[config.mk]
export PLATFORM = sky130hd
export DESIGN_NAME = fir_out_stage_flat
export DESIGN_NICKNAME = d
export VERILOG_FILES = /design/src/rtl/fir_pkg.sv /design/src/rtl/fir_out_stage_if.sv /design/src/rtl/fir_out_fifo.sv /design/src/rtl/fir_out_stage.sv /design/src/flat_wrapper.sv
export SDC_FILE = /design/constraint.sdc
export NUM_CORES = 1
export LEC_CHECK = 0
export BUFFER_PORTS_ARGS = -buffer_cell sky130_fd_sc_hd__clkbuf_2
export CAP_MARGIN = 30
export CORE_MARGIN = 4
export CORE_UTILIZATION = 42
export DETAILED_ROUTE_END_ITERATION = 12
export PLACE_DENSITY_LB_ADDON = 0.12
export REMOVE_ABC_BUFFERS = 1
export SLEW_MARGIN = 0
export SYNTH_ARGS = -nofsm -noshare
export SYNTH_HDL_FRONTEND = slang
export SYNTH_SLANG_ARGS = --single-unit
[constraint.sdc]
create_clock -name clk2 -period 4.8 [get_ports clk2]
set_clock_uncertainty 0.05 [all_clocks]
set_input_delay 0.72 -clock clk2 [delete_from_list [all_inputs] [get_ports clk2]]
set_output_delay 0.72 -clock clk2 [all_outputs]
set_load 0.1 [all_outputs]
[src/rtl/fir_pkg.sv]
// Shared constants for the FIR output conditioning stage.
// Widths, saturation limits and the drop counter size.
package fir_pkg;
   localparam int ACC_W = 38;
   localparam int OUT_W = 16;
   localparam int CNT_W = 8;
   localparam logic [OUT_W-1:0] OUT_MAX = {1'b0, {(OUT_W-1){1'b1}}};
   localparam logic [OUT_W-1:0] OUT_MIN = {1'b1, {(OUT_W-1){1'b0}}};
endpackage

[src/rtl/fir_out_stage_if.sv]
// Output sample stream from the FIR output stage to its consumer.
// Valid/ready handshake, data held while valid and not ready.
interface fir_out_stage_if #(
   parameter int OUT_W = fir_pkg::OUT_W
);
   logic [OUT_W-1:0] out_data;
   logic             out_valid;
   logic             out_ready;

   modport master (
      output out_data,
      output out_valid,
      input  out_ready
   );

   modport slave (
      input  out_data,
      input  out_valid,
      output out_ready
   );
endinterface

[src/rtl/fir_out_fifo.sv]
// Small synchronous FIFO with a registered head word.
// The head keeps its last value once the FIFO drains.
module fir_out_fifo #(
   parameter int DEPTH = 4,
   parameter int W = 16,
   localparam int AW = $clog2(DEPTH)
) (
   input  logic          clk2,
   input  logic          rstn,
   input  logic          push,
   input  logic [W-1:0]  din,
   input  logic          pop,
   output logic          full,
   output logic          empty,
   output logic [AW:0]   level,
   output logic [W-1:0]  head
);
   logic [W-1:0]  mem [DEPTH];
   logic [AW-1:0] wr_ptr;
   logic [AW-1:0] rd_ptr;
   logic [AW-1:0] rd_nxt;
   logic [AW:0]   cnt;
   logic          pop_ok;
   logic          push_ok;
   logic          one;

   assign full    = (cnt == (AW+1)'(DEPTH));
   assign empty   = (cnt == '0);
   assign one     = (cnt == (AW+1)'(1));
   assign level   = cnt;
   assign rd_nxt  = rd_ptr + AW'(1);
   assign pop_ok  = pop && !empty;
   assign push_ok = push && (!full || pop_ok);

   always_ff @(posedge clk2) begin
      if (push_ok)
         mem[wr_ptr] <= din;
   end

   always_ff @(posedge clk2 or negedge rstn) begin
      if (!rstn) begin
         wr_ptr <= '0;
         rd_ptr <= '0;
         cnt    <= '0;
         head   <= '0;
      end else begin
         if (push_ok)
            wr_ptr <= wr_ptr + AW'(1);
         if (pop_ok)
            rd_ptr <= rd_nxt;
         case ({push_ok, pop_ok})
            2'b10:   cnt <= cnt + (AW+1)'(1);
            2'b01:   cnt <= cnt - (AW+1)'(1);
            default: cnt <= cnt;
         endcase
         // New word becomes head when it lands in an empty or draining FIFO
         if (push_ok && (empty || (pop_ok && one)))
            head <= din;
         else if (pop_ok && !one)
            head <= mem[rd_nxt];
      end
   end
endmodule

[src/rtl/fir_out_stage.sv]
// FIR output conditioning: round-half-up shift, 16-bit saturate,
// small output FIFO with sticky saturation and drop status.
module fir_out_stage #(
   parameter int ACC_W = fir_pkg::ACC_W,
   parameter int OUT_W = fir_pkg::OUT_W,
   parameter int DEPTH = 4,
   parameter int SHIFT_W = 5,
   localparam int LVL_W = $clog2(DEPTH) + 1
) (
   input  logic                     clk2,
   input  logic                     rstn,
   input  logic signed [ACC_W-1:0]  acc_in,
   input  logic                     acc_valid,
   input  logic [SHIFT_W-1:0]       shift,
   fir_out_stage_if.master          dn,
   output logic [LVL_W-1:0]         level,
   output logic                     sat_flag,
   output logic [fir_pkg::CNT_W-1:0] drop_cnt,
   input  logic                     clr_flags
);
   import fir_pkg::*;

   localparam int SH_MAX = ACC_W - OUT_W;
   localparam logic signed [ACC_W:0] R_MAX =
      {{(ACC_W-OUT_W+2){1'b0}}, {(OUT_W-1){1'b1}}};
   localparam logic signed [ACC_W:0] R_MIN =
      {{(ACC_W-OUT_W+2){1'b1}}, {(OUT_W-1){1'b0}}};
   localparam logic [OUT_W-1:0] O_MAX = {1'b0, {(OUT_W-1){1'b1}}};
   localparam logic [OUT_W-1:0] O_MIN = {1'b1, {(OUT_W-1){1'b0}}};
   localparam logic [CNT_W-1:0] CNT_MAX = '1;

   logic [SHIFT_W-1:0]     sh;
   logic signed [ACC_W:0]  rnd;
   logic signed [ACC_W:0]  sum;
   logic signed [ACC_W:0]  r_d;
   logic signed [ACC_W:0]  s1_r;
   logic                   s1_v;
   logic                   s2_v;
   logic [OUT_W-1:0]       s2_d;
   logic [OUT_W-1:0]       clip;
   logic                   sat_hi;
   logic                   sat_lo;
   logic                   sat_ev;
   logic                   full;
   logic                   empty;
   logic                   pop;
   logic                   drop;

   // One guard bit above ACC_W absorbs the rounding addend
   always_comb begin
      sh = shift;
      if (shift > SHIFT_W'(SH_MAX))
         sh = SHIFT_W'(SH_MAX);
      rnd = '0;
      if (sh != '0)
         rnd = {{ACC_W{1'b0}}, 1'b1} << (sh - SHIFT_W'(1));
      sum = $signed({acc_in[ACC_W-1], acc_in}) + rnd;
      r_d = sum >>> sh;
   end

   always_comb begin
      sat_hi = (s1_r > R_MAX);
      sat_lo = (s1_r < R_MIN);
      clip   = s1_r[OUT_W-1:0];
      unique case (1'b1)
         sat_hi:  clip = O_MAX;
         sat_lo:  clip = O_MIN;
         default: ;
      endcase
   end

   assign sat_ev       = s1_v && (sat_hi || sat_lo);
   assign pop          = !empty && dn.out_ready;
   assign drop         = s2_v && full && !pop;
   assign dn.out_valid = !empty;

   always_ff @(posedge clk2 or negedge rstn) begin
      if (!rstn) begin
         s1_v <= 1'b0;
         s1_r <= '0;
         s2_v <= 1'b0;
         s2_d <= '0;
      end else begin
         s1_v <= acc_valid;
         if (acc_valid)
            s1_r <= r_d;
         s2_v <= s1_v;
         if (s1_v)
            s2_d <= clip;
      end
   end

   // Set and increment events take priority over a same-cycle clear
   always_ff @(posedge clk2 or negedge rstn) begin
      if (!rstn) begin
         sat_flag <= 1'b0;
         drop_cnt <= '0;
      end else begin
         if (sat_ev)
            sat_flag <= 1'b1;
         else if (clr_flags)
            sat_flag <= 1'b0;
         if (drop) begin
            if (clr_flags)
               drop_cnt <= CNT_W'(1);
            else if (drop_cnt != CNT_MAX)
               drop_cnt <= drop_cnt + CNT_W'(1);
         end else if (clr_flags) begin
            drop_cnt <= '0;
         end
      end
   end

   fir_out_fifo #(
      .DEPTH (DEPTH),
      .W     (OUT_W)
   ) u_fifo (
      .clk2  (clk2),
      .rstn  (rstn),
      .push  (s2_v),
      .din   (s2_d),
      .pop   (pop),
      .full  (full),
      .empty (empty),
      .level (level),
      .head  (dn.out_data)
   );
endmodule

[src/flat_wrapper.sv]
// flat-port wrapper written by rule: the top's interface ports become plain ports
module fir_out_stage_flat import fir_pkg::*;
#(
   parameter int ACC_W = fir_pkg::ACC_W,
   parameter int OUT_W = fir_pkg::OUT_W,
   parameter int DEPTH = 4,
   parameter int SHIFT_W = 5,
   localparam int LVL_W = $clog2(DEPTH) + 1
)
  (clk2, rstn, acc_in, acc_valid, shift, level, sat_flag, drop_cnt, clr_flags, dn_out_data, dn_out_valid, dn_out_ready);
  fir_out_stage_if #(.OUT_W(OUT_W)) dn_i ();
  input  logic clk2;
  input  logic rstn;
  input  logic signed [ACC_W-1:0] acc_in;
  input  logic acc_valid;
  input  logic [SHIFT_W-1:0] shift;
  output logic [LVL_W-1:0] level;
  output logic sat_flag;
  output logic [fir_pkg::CNT_W-1:0] drop_cnt;
  input  logic clr_flags;
  output wire logic [$bits(dn_i.out_data)-1:0] dn_out_data;
  output wire logic [$bits(dn_i.out_valid)-1:0] dn_out_valid;
  input wire logic [$bits(dn_i.out_ready)-1:0] dn_out_ready;
  assign dn_out_data = dn_i.out_data;
  assign dn_out_valid = dn_i.out_valid;
  assign dn_i.out_ready = dn_out_ready;
  fir_out_stage #(.ACC_W(ACC_W), .OUT_W(OUT_W), .DEPTH(DEPTH), .SHIFT_W(SHIFT_W)) u_core (.clk2(clk2), .rstn(rstn), .acc_in(acc_in), .acc_valid(acc_valid), .shift(shift), .dn(dn_i), .level(level), .sat_flag(sat_flag), .drop_cnt(drop_cnt), .clr_flags(clr_flags));
endmodule
Yosys cells after proc, flatten, opt, wreduce, memory -nomap -nowiden
Memories as Yosys holds them, arrays and structs flattened. Index checks and enable logic that the tools add are counted.

Bits in registers: 89. Bits in writable memories: 64. Output and inout bits: 29. Word-level logic and storage cells: 66. Memories: 1.

Memories: u_core.u_fifo.mem (depth 4, width 16, rd ports 1, clocked after Yosys merged registers in 0, write ports 1, RTL line fir_out_fifo.sv:18) `logic [W-1:0] mem [DEPTH];`.

Add/sub/neg operators: 7. Order comparisons: 3. Eq/ne operators: 5. Shift-type cells: 2. Mux-type cells: 14. Reductions and logical operators: 24.

Operator list (number): adder 38 x 39 -> 39 bit (1); greater-than comparator 39 x 16 -> 1 bit (second input constant) (1); less-than comparator 39 x 16 -> 1 bit (second input constant) (1); 2-to-1 mux 39 bit (1); left shift 1 x 5 -> 39 bit (first input constant) (1); >>> shifter 39 x 5 -> 39 bit (1); 2-to-1 mux 16 bit (2); 2-to-1 mux 8 bit (4); case mux 16 bit (2 select lines) (1); nonzero test 2 bit (5); logical AND 1 bit (9); adder 8 x 1 -> 8 bit (second input constant) (1); inequality test 8 bit (second input constant) (1); case mux 3 bit (2 select lines) (1); greater-than comparator 5 bit (second input constant) (1); 2-to-1 mux 5 bit (1); nonzero test 5 bit (1); subtractor 5 x 1 -> 5 bit (second input constant) (1); adder 2 x 1 -> 2 bit (second input constant) (2); zero test 1 bit (4); 2-to-1 mux 1 bit (4); adder 3 x 1 -> 3 bit (second input constant) (1); == test 3 x 1 -> 1 bit (second input constant) (1); == test 3 bit (second input constant) (1); other kinds (6) (8).

Logic depth before layout (Yosys ltp)
Depth after elaboration: 8. Mapped depth: 19. Gate-level depth less buffers: 16.

By module
Synthesis repeated with hierarchy kept, for this count alone.

Cells, all modules: 1259. Area, all modules: 11235.8 µm².

Modules (own cells, without submodules): fir_out_stage (instances 1, cells an instance 1040, area each 7704.9 µm², seq. area each 1651.6 µm²); fir_out_fifo (instances 1, cells an instance 219, area each 3530.9 µm², seq. area each 2497.4 µm²).

Worst setup path before layout
No wires, ideal clock.

Path type: input to register. Start point: input port shift[3]. End point: register u_core.s1_r[23]. Data arrival time: 4.871 ns. Path slack: -0.245 ns. Stages on the path: 16. Cells stage by stage: clkbuf_1 > a21oi_1 > clkbuf_1 > clkbuf_1 > nor3_1 > ha_1 > a21o_1 > a21oi_4 > a21oi_2 > o41a_1 > a21oi_2 > mux2i_1 > or4_4 > mux2_2 > nor3b_1 > a211o_1.

Longest elaborated chain between the ends: 7.

RTL lines: from (decl) (RTL line flat_wrapper.sv:16) `input logic [SHIFT_W-1:0] shift;`; greater-than comparator 5 bit (RTL line fir_out_stage.sv:52) `if (shift > SHIFT_W'(SH_MAX))`; 2-to-1 mux 5 bit * (RTL line fir_out_stage.sv:52); subtractor 5 x 1 -> 5 bit (RTL line fir_out_stage.sv:56) `rnd = {{ACC_W{1'b0}}, 1'b1} << (sh - SHIFT_W'(1));`; left shift 1 x 5 -> 39 bit (RTL line fir_out_stage.sv:56); 2-to-1 mux 39 bit (RTL line fir_out_stage.sv:55) `if (sh != '0)`; adder 38 x 39 -> 39 bit (RTL line fir_out_stage.sv:57) `sum = $signed({acc_in[ACC_W-1], acc_in}) + rnd;`; >>> shifter 39 x 5 -> 39 bit * (RTL line fir_out_stage.sv:58) `r_d = sum >>> sh;`; to (signal assigned) (RTL line fir_out_stage.sv:86) `s1_r <= r_d;`; to (decl) (RTL line fir_out_stage.sv:36) `logic signed [ACC_W:0] s1_r;`.

Mark *: on every way between the ends. The rest lies on a longest branch, timed or not. A chain may end at the register's enable or synchronous reset.

Final worst setup path
Start point: input port shift[4]. End point: register u_core.s1_r[13].

The elaborated chain is that of the path after synthesis.

==> impl_table.tex <==
\begin{tabular}{lr}
\hline
Metric & Value \\
\hline
\multicolumn{2}{l}{\textbf{Setup path}} \\
\quad Cells along the critical path & clkbuf\_2 -> inv\_1 -> buf\_4 -> nand2\_1 -> nor2\_1 -> ha\_1 -> buf\_4 -> nand2\_1 -> o21ai\_1 -> a41oi\_2 -> a311oi\_1 -> o31ai\_1 -> and2\_1 -> a211oi\_1 -> o21ai\_0 -> and3\_1 -> a2111o\_1 \\
\quad Dominant delay contributor by cell family on the critical path & compound AO/OA/AOI/OAI gates \\
\quad Highest cell delay on the worst timing path & 0.50 ns \\
\quad Required time reported for the critical path endpoint & 5.05 ns \\
\quad Setup Crit Path Kind & input pin to flop \\
\quad Endpoint kind of the worst setup timing path & flop \\
\quad Highest fanout seen on the critical path & 6 \\
\quad Worst Setup Start Kind & input pin \\
\quad Crit path buf inv count & 4 \\
\quad CP max stage cell & sky130\_fd\_sc\_hd\_\_a311oi\_1 \\
\quad Worst path arrival time & roughly 4.7 ns \\
\multicolumn{2}{l}{\textbf{Detailed routing}} \\
\quad Starting DRC count in detailed routing & 862 \\
\quad Wire length on met2 & approximately 18000 µm \\
\quad Number of detailed-routing iterations run before antenna repair & 6 \\
\quad Detailed route wirelength on metal3 & 1494 µm \\
\quad Number of routed nets with antenna violations & 0 \\
\quad Overall routed net length & around 36000 µm \\
\quad Vias post-DR & 10760 \\
\quad DRC errors left & 0 \\
\quad Routed length per placed instance & 20.29 µm \\
\quad Routed length on met1 & 16560 µm \\
\quad Highest metal layer with signal wires & met4 \\
\quad Via density & 5.987 \\
\multicolumn{2}{l}{\textbf{Placement}} \\
\quad Routability congestion estimate & 0.9362 \\
\quad Worst setup slack before clock tree synthesis & -0.0008309 ns \\
\quad Cell total after placement & 1765 \\
\quad Placed wire-length estimate after detailed placement & 28300 µm \\
\quad Port Buffers & 76 \\
\multicolumn{2}{l}{\textbf{Power}} \\
\quad Lkg Pwr & 5.630 nW \\
\quad Max VDD drop & 0.2352 mV \\
\quad Power per cell area & 406.3 nW/µm² \\
\quad Final Power & between 0.005 and 0.006 W \\
\multicolumn{2}{l}{\textbf{Die}} \\
\quad Chip Width & 172.6 µm \\
\quad Die height & 172.6 µm \\
\quad Top Ports & 77 \\
\quad Die Outline Area & slightly below 30000 µm² \\
\quad Initial Utilization & 0.4319 \\
\quad Cell Rows & between 50 and 60 \\
\quad Core area & 26350 µm² \\
\multicolumn{2}{l}{\textbf{GRT}} \\
\quad Via count of the first global-routing pass & between 10000 and 15000 \\
\quad Largest net degree at the start of global routing & 56 \\
\quad Number of antenna violations at the first check in global routing & 0 \\
\quad Global-route usage over all layers & 0.2401 \\
\quad Global-route wire length before repair & 58550 µm \\
\quad Residual overflow from global routing & 0 \\
\multicolumn{2}{l}{\textbf{Cells and area}} \\
\quad Post-layout nets & roughly 1500 \\
\quad Antenna cells & 0 \\
\quad Most frequent standard cell in the layout excluding fill and tap cells & sky130\_fd\_sc\_hd\_\_buf\_4 \\
\quad Seq. cell area & between 4000 and 5000 µm² \\
\quad Fraction of layout cells with a size suffix above 1 & 0.2312 \\
\quad \# fillers & 2528 \\
\quad Most frequent cells in the layout & sky130\_fd\_sc\_hd\_\_buf\_4, sky130\_fd\_sc\_hd\_\_nor2\_1, sky130\_fd\_sc\_hd\_\_nand2\_1 \\
\quad Final std cells w/o fill & 1797 \\
\quad Layout area overhead & 20.28\% \\
\quad Combined area of the multi-input logic cells & 6899 µm² \\
\multicolumn{2}{l}{\textbf{Min path}} \\
\quad Classification of the worst-slack hold path & input pin to asynchronous set/reset pin \\
\multicolumn{2}{l}{\textbf{Clocking}} \\
\quad TritonCTS clock tree & built \\
\quad Clock-pin slew of the registers on the worst-case setup and hold paths & 0.07 ns \\
\quad Root cell of the clock tree & sky130\_fd\_sc\_hd\_\_clkbuf\_16 \\
\quad Post-CTS Setup Bufs & 0 \\
\quad H-tree depth & 4 \\
\quad Post-cts resize count & 0 \\
\quad Hold Buf Count CTS & 0 \\
\quad Clock Latency Late Sink & $\sim$0.42 ns \\
\quad Number of buffers inserted during clock tree synthesis & 17 \\
\quad Clock Sinks & 153 \\
\quad Maximum number of buffers from clock root to sink & 2 \\
\multicolumn{2}{l}{\textbf{Yosys}} \\
\quad Number of enable-type register cells in the synthesized netlist & 64 \\
\quad Syn\_area\_per\_cell & $\sim$9 µm² \\
\quad Synthesis warning total & 0 \\
\quad Number of standard cells after synthesis & around 1300 \\
\quad Cell area after synthesis & roughly 11000 µm² \\
\quad Share of flip-flops with an asynchronous set or reset after synthesis & 0.5817 \\
\quad Number of library cell types mapped by synthesis & 90 \\
\quad Sequential cell area fraction in the yosys report & 0.3645 \\
\quad Top\_reg\_cell synth & sky130\_fd\_sc\_hd\_\_dfrtp\_1 \\
\quad Count of state elements after synthesis & 153 \\
\multicolumn{2}{l}{\textbf{Timing}} \\
\quad Hold Worst Slack & about 0.2 ns \\
\quad Slew @ Worst Pin & 0.9049 ns \\
\quad Max-slew violation count & 0 \\
\quad Worst slew margin relative to its limit & 0.3945 \\
\quad Shortest clock period the worst path allows after layout & 4.450 ns \\
\quad Final cycle utilization of the critical path & 0.9272 \\
\quad Fmax & 0.2247 GHz \\
\quad Worst path setup slack after routing & roughly 0.35 ns \\
\quad Final setup violating endpoints & 0 \\
\quad Final hold violation count & 0 \\
\quad Setup total negative slack & 0 ns \\
\quad RSZ-0062 raised after global routing & false \\
\multicolumn{2}{l}{\textbf{Flow run}} \\
\quad Maximum Capacitance Violations & 0 \\
\multicolumn{2}{l}{\textbf{Status}} \\
\quad Result of the run & complete, no violations \\
\hline
\end{tabular}
==> sequential cells by signal, summed over array words and instances (netlist names), 2 cells and up <==
signal	flops
u_core.u_fifo.mem	64
u_core.drop_cnt	8
u_core.u_fifo.rd_ptr	2
u_core.s2_d	16
u_core.u_fifo.level	3
u_core.u_fifo.head	16
u_core.u_fifo.wr_ptr	2
u_core.s1_r	39
==> final timing paths <==
| check | start | endpoint | slack [ns] | depth (start not counted) |
|---|---|---|---|---|
| max | shift[4] | u_core.s1_r[13]$_DFFE_PN0P_ | 0.35 | 17 |
| min | rstn | u_core.u_fifo.head[11]$_DFFE_PN0P_ | 0.20 | 1 |
| max reg2reg | u_core.u_fifo.level[0]$_DFFE_PN0P_ | u_core.u_fifo.head[13]$_DFFE_PN0P_ | 2.27 | 9 |
| min reg2reg | u_core.u_fifo.head[15]$_DFFE_PN0P_ | u_core.u_fifo.head[15]$_DFFE_PN0P_ | 0.45 | 2 |
| max in group asynchronous | rstn | u_core.s1_r[19]$_DFFE_PN0P_ | 3.40 | 2 |
| min in group clk2 | u_core.u_fifo.head[15]$_DFFE_PN0P_ | u_core.u_fifo.head[15]$_DFFE_PN0P_ | 0.45 | 2 |
==> synth_stat cells (18+ instances only) <==
master / count / share of area
sky130_fd_sc_hd__inv_1: 23 / 0.0076
sky130_fd_sc_hd__o21ai_0: 52 / 0.023
sky130_fd_sc_hd__edfxtp_1: 64 / 0.17
sky130_fd_sc_hd__mux2i_1: 30 / 0.026
sky130_fd_sc_hd__a31oi_1: 18 / 0.0099
sky130_fd_sc_hd__ha_1: 42 / 0.046
sky130_fd_sc_hd__nor2_1: 145 / 0.048
sky130_fd_sc_hd__a21o_1: 22 / 0.015
sky130_fd_sc_hd__mux4_2: 20 / 0.040
sky130_fd_sc_hd__a22oi_1: 19 / 0.013
sky130_fd_sc_hd__clkbuf_1: 60 / 0.020
sky130_fd_sc_hd__nand3_1: 19 / 0.0084
sky130_fd_sc_hd__nor3_1: 27 / 0.012
sky130_fd_sc_hd__nand4_1: 26 / 0.014
sky130_fd_sc_hd__mux2_2: 22 / 0.022
sky130_fd_sc_hd__a21oi_1: 96 / 0.042
sky130_fd_sc_hd__dfrtp_1: 89 / 0.20
sky130_fd_sc_hd__nand2_1: 135 / 0.045
==> where the power goes <==
part	switching, W	internal, W	leakage, nW
logic	0.00158	0.000771	3.73
clock network	0.000629	0.000704	0.288
registers	0.000200	0.00168	1.61
total	0.00241	0.00315	5.63
==> per-stage QoR <==
step	cell area [µm²]	utilization
6_report	13690	0.5195
3_5_place_dp	13090	0.4968
2_1_floorplan	11100	-
5_1_grt	13690	0.5195
3_3_place_gp	13090	0.4965
4_1_cts	13690	0.5195
==> area by class of cell <==
class,instances,share of cell area
Sequential cell,153,0.3031
Multi-Input combinational cell,1023,0.5039
Clock buffer,17,0.03107
Tap cell,335,0.03062
Timing Repair Buffer,229,0.1119
Clock inverter,15,0.01261
Inverter,25,0.006854
==> layer usage <==
layer / GRT usage / up-vias
li1: - / 5196
met1: 0.3270 / 5192
met2: 0.4117 / 312
met3: 0.02707 / 59
met4: 0.06021 / 0
met5: 0 / -
==> logic make-up after synthesis <==
kind of cell,count (synthesis),share of synthesized area
flops,153,0.3645
other cells,1,0.0003295
compound gates,408,0.2493
buf+inv,103,0.03573
simple gates,458,0.1898
xor+xnor,32,0.02462
mux,72,0.08772
fa+ha+maj,43,0.04793
Power figures use the tool's default switching activity.
